`src/rtl/regfile_wb_arbiter.sv`:
```
// Round-robin arbiter merging two writeback ports (A: ALU, B: load/multi-cycle)
// into one register-file write port, plus a sequenced zero-fill of r1..r31.
module regfile_wb_arbiter (
    input  logic        clk,
    input  logic        rst,
    input  logic        a_valid,
    output logic        a_ready,
    input  logic [4:0]  a_regno,
    input  logic [31:0] a_data,
    input  logic        b_valid,
    output logic        b_ready,
    input  logic [4:0]  b_regno,
    input  logic [31:0] b_data,
    input  logic        clr_start,
    output logic        clr_busy,
    output logic        rf_we,
    output logic [4:0]  rf_waddr,
    output logic [31:0] rf_wdata,
    output logic        rf_src_b
);
    // state | meaning
    // IDLE  | arbitrating A/B writebacks, accepting clr_start
    // CLEAR | writing zero to register cnt each cycle, cnt = 1..31

    typedef enum logic {
        IDLE  = 1'b0,
        CLEAR = 1'b1
    } state_t;

    state_t      state_q, state_d;
    logic [4:0]  cnt_q, cnt_d;
    logic        ptr_q, ptr_d;          // 1: B wins the next tie
    logic        rf_we_q, rf_we_d;
    logic [4:0]  rf_waddr_q, rf_waddr_d;
    logic [31:0] rf_wdata_q, rf_wdata_d;
    logic        rf_src_b_q, rf_src_b_d;

    logic        arb_open;
    logic        grant_a;
    logic        grant_b;
    logic [4:0]  sel_regno;
    logic [31:0] sel_data;

    always_ff @(posedge clk) begin
        if (rst) begin
            state_q <= IDLE;
            cnt_q   <= 5'd0;
        end else begin
            state_q <= state_d;
            cnt_q   <= cnt_d;
        end
    end

    always_comb begin
        state_d = state_q;
        cnt_d   = cnt_q;
        case (state_q)
            IDLE: begin
                if (clr_start) begin
                    state_d = CLEAR;
                    cnt_d   = 5'd1;
                end
            end
            CLEAR: begin
                cnt_d = cnt_q + 5'd1;
                if (cnt_q == 5'd31) begin
                    state_d = IDLE;
                end
            end
            default: begin
                state_d = IDLE;
            end
        endcase
    end

    // clr_start outranks both requesters, so a clear never loses a cycle to a write.
    always_comb begin
        arb_open = !rst && (state_q == IDLE) && !clr_start;
        grant_a  = arb_open && a_valid && (!b_valid || !ptr_q);
        grant_b  = arb_open && b_valid && (!a_valid || ptr_q);
        a_ready  = grant_a;
        b_ready  = grant_b;
        clr_busy = (state_q == CLEAR);
    end

    always_comb begin
        sel_regno  = grant_b ? b_regno : a_regno;
        sel_data   = grant_b ? b_data  : a_data;
        ptr_d      = ptr_q;
        rf_we_d    = 1'b0;
        rf_waddr_d = rf_waddr_q;
        rf_wdata_d = rf_wdata_q;
        rf_src_b_d = rf_src_b_q;
        if (state_q == CLEAR) begin
            rf_we_d    = 1'b1;
            rf_waddr_d = cnt_q;
            rf_wdata_d = 32'd0;
            rf_src_b_d = 1'b0;
        end else if (grant_a || grant_b) begin
            // r0 writes are swallowed but still consume the grant and move the pointer
            ptr_d      = grant_a;
            rf_waddr_d = sel_regno;
            rf_wdata_d = sel_data;
            if (sel_regno != 5'd0) begin
                rf_we_d    = 1'b1;
                rf_src_b_d = grant_b;
            end
        end
    end

    always_ff @(posedge clk) begin
        if (rst) begin
            ptr_q      <= 1'b0;
            rf_we_q    <= 1'b0;
            rf_waddr_q <= 5'd0;
            rf_wdata_q <= 32'd0;
            rf_src_b_q <= 1'b0;
        end else begin
            ptr_q      <= ptr_d;
            rf_we_q    <= rf_we_d;
            rf_waddr_q <= rf_waddr_d;
            rf_wdata_q <= rf_wdata_d;
            rf_src_b_q <= rf_src_b_d;
        end
    end

    assign rf_we    = rf_we_q;
    assign rf_waddr = rf_waddr_q;
    assign rf_wdata = rf_wdata_q;
    assign rf_src_b = rf_src_b_q;

endmodule

```
`config.mk`:
```
export PLATFORM = sky130hd
export DESIGN_NAME = regfile_wb_arbiter
export DESIGN_NICKNAME = d
export VERILOG_FILES = /design/src/rtl/regfile_wb_arbiter.sv
export SDC_FILE = /design/constraint.sdc
export NUM_CORES = 1
export LEC_CHECK = 0
export ABC_AREA = 1
export CORE_MARGIN = 3
export CORE_UTILIZATION = 39
export DETAILED_ROUTE_END_ITERATION = 7
export HOLD_SLACK_MARGIN = 0.1
export PLACE_DENSITY_LB_ADDON = 0.12
export SLEW_MARGIN = 20
export SYNTH_ARGS = -nofsm -noshare
export SYNTH_HDL_FRONTEND = slang
export SYNTH_SLANG_ARGS = --single-unit
```
`constraint.sdc`:
```
create_clock -name clk -period 1.9 [get_ports clk]
set_input_delay 0.285 -clock clk [delete_from_list [all_inputs] [get_ports clk]]
set_output_delay 0.285 -clock clk [all_outputs]
set_load 0.02 [all_outputs]
```
==> summary.txt <==
Logic synthesis
  – Yosys cell types: 29
  – Share of the synthesized area in the top cell type: 0.4144
  – Synth Net Count: about 390
  – Cells after synthesis: 313
  – Most frequent cell after synthesis: nor2_1
  – Async SR Flop Fraction: 0
  – Synth top area cells: dfxtp_1 41%, nor2_1 11%, nand2_1 10%, a21oi_1 8.6%, o21ai_0 6.8%
  – Synthesis Warnings: 0
  – Synth area leader: dfxtp_1
  – Mapped Avg Cell Area: 7.099 sq um
  – Commonest cells in the synthesized netlist: 67 x nor2_1, 62 x nand2_1, 46 x dfxtp_1
  – Sequential-to-total area share from yosys stat: 0.4144
  – Synth Register Bits: 46
  – Post-Syn Area: 2222 sq um
  – Post-synth EDFFs: 0
  – Synth Flop Type: dfxtp_1

Setup path
  – Worst setup SP type: input pin
  – Req. time, crit path: 1.62 ns
  – Kind of critical path: in -> out
  – Crit path DAT: 1.54 ns
  – Crit path max fanout: 4
  – CP Capture Type: output pin

Clock tree
  – Setup bufs post-CTS: 0
  – Clock Path Buffers: 2
  – Root buf cell: clkbuf_8
  – H-tree depth: 2
  – CTS tree: done
  – Clock slew at reported path FFs: 0.08 ns
  – CTS Sinks: 46
  – Clk Latency, worst-skew pair: 0.29 ns
  – TritonCTS Buffers: 5
  – Post-cts hold buffer count: 0

Layout
  – N_diodes: 0
  – Share of post-route cells with drive strength above 1: 0.08390
  – Final nets: 522
  – Synth-to-Final Area Change: 64.86%
  – Final Util: 0.6909
  – Finished Layout Cells: 511

Die
  – Die area: 6640 sq um
  – Core ar.: 5303 sq um
  – Die W: 81.49 um
  – Initial Utilization: 0.4191
  – IO Count: 121
  – Die height: 81.49 um
  – FP Rows: 26

GRT
  – Via count of the first global-routing pass: roughly 2,300
  – GR Overflow Total: 0
  – Gr busiest metal: met2
  – Tot GR Track Use: 0.1938
  – Initial antenna violation count: 0
  – GRT met2 Usage: 0.3339
  – First-pass GRT wire length: 10,070 um
  – M3 GR Usage: 0.06579
  – Met1 usage: 0.2337
  – Largest net degree at the start of global routing: 34

STA
  – Fin. Hold Viols: 0
  – Final clock skew: around 0.0037 ns
  – Actual slew at the worst max-slew pin: between 0.3 and 0.4 ns
  – Rel. slew slack: 0.7355
  – Setup TNS Final: 0 ns
  – Finish-stage setup viols: 0
  – Max Slew Vio Count: 0
  – Final min period: 1.820 ns
  – RSZ-0062 raised after global routing: false
  – Period utilisation layout: 0.9581
  – Hold Slack: between 0.4 and 0.5 ns
  – Fmax: 549.3 MHz

Pwr
  – Ratio of total power to cell area: 560.3 nW/um^2
  – Sw Pwr: 0.5300 mW
  – Total chip power: 2.053 mW
  – Clock share of power: 0.272
  – Peak VDD IR: 0.3197 mV
  – Reg power frac: 0.492
  – Net Sw Frac: 0.2582
  – Comb pwr share: 0.236
  – Int Power: between 1.5 and 2 mW
  – Pleak: 1.438 nW

Drt
  – Routed vias: 2,428
  – Routed WL: 6564 um
  – Initial drt markers: a little under 70
  – Post-route DRC: 0
  – DR WL/cell: between 10 and 15 um
  – Routed vias/inst: 4.751
  – Drt first pass iters: 4
  – Post-DRT Antenna Nets: 0

Run
  – Total of max-cap violations: 0

Placement
  – Placer congestion estimate: 0.7756
  – Port-buffer cells: 120
  – DPL Wire Length: 4806 um
  – DP Cell Count: 504

Min path
  – HP Class: reg -> reg

Outcome
  – Result of the run: completed
-- critical path, stage by stage --
cell and delay [ns]:
clkdlybuf4s50_1 0.46, inv_4 0.09, nand2_4 0.07, nor2_8 0.14, inv_2 0.07, nor2_4 0.08
dlygate4sd2_1 0.33
-- state kept, by name (all words and copies together) (netlist names) --
register	cells
rf_wdata	32
ptr_q	1
rf_waddr	5
rf_src_b	1
cnt_q	5
rf_we	1
clr_busy	1
-- cells in the final DEF, fill, tap and decap left out, types with 2 or more instances in the layout --
cell type,Yosys,final
o221ai_1,3,3
nand3b_1,2,2
nor2_4,2,2
buf_4,0,16
clkdlybuf4s50_1,0,118
a21oi_1,38,38
dfxtp_1,46,46
nand2_1,62,62
o21ai_1,5,5
o21ai_0,30,30
nor2_1,67,67
buf_12,0,3
inv_1,17,17
inv_4,2,2
o211ai_1,2,2
dlygate4sd2_1,0,2
clkbuf_1,6,2
clkbuf_8,0,5
nand3_1,4,4
a211oi_1,2,2
ha_1,2,2
-- power groups by stage --
stage	combinational, mW	sequential, mW	clock [mW]
final	0.484	1.01	0.558
after global routing	0.524	1.01	0.610
after CTS	0.487	1.01	0.569
after detailed placement	0.485	1.03	0
after global placement	0.481	1.03	0
after floorplan	0.173	1.06	0
-- routing by layer --
metal  part of all wire  routed length, um
met5                  0                  0
met4             0.0046                 30
met3               0.10                664
met2               0.46               3036
met1               0.43               2833
-- path summary, 6_finish.rpt --
| path | startpoint | end | slack, ns | depth (start not counted) |
|---|---|---|---|---|
| worst min-delay path | rf_wdata[31] | rf_wdata[31] | 0.46 | 2 |
| worst min register to register | rf_wdata[31] | rf_wdata[31] | 0.46 | 2 |
| worst max-delay path | rst | a_ready | 0.08 | 7 |
| worst max register to register | clr_busy | rf_wdata[26] | 0.26 | 11 |
-- through the flow --
step | area, sq um | setup slack [ns]
after floorplan | 2222 | 0.1889
after global placement | 3590 | -0.1626
after detailed placement | 3590 | -0.1993
after CTS | 3664 | 0.07071
after global routing | 3664 | 0.003014
final | 3664 | 0.07964
-- logic make-up (layout without fill, tap and decap cells) --
group	Yosys count	in the layout	share of synthesized area
buf+inv	39	167	0.08558
flops	46	46	0.4144
compound gates	84	84	0.2151
fa+ha+maj	2	2	0.01126
simple gates	142	142	0.2736
-- area by class of cell --
class,instances,area (sq um)
well taps,70,87.58
multi-input cells,228,1111
fillers,473,1639
repair buffers,139,1379
flip-flops and latches,46,920.9
clock buffers,7,76.32
inverters,21,88.84
-- what timing repair did --
action                                 in CTS  in global routing
setup endpoints to repair                   2                  0
resized for setup                           2                  0
endpoints found under the hold margin       0                  0
Power figures use the tool's default switching activity.
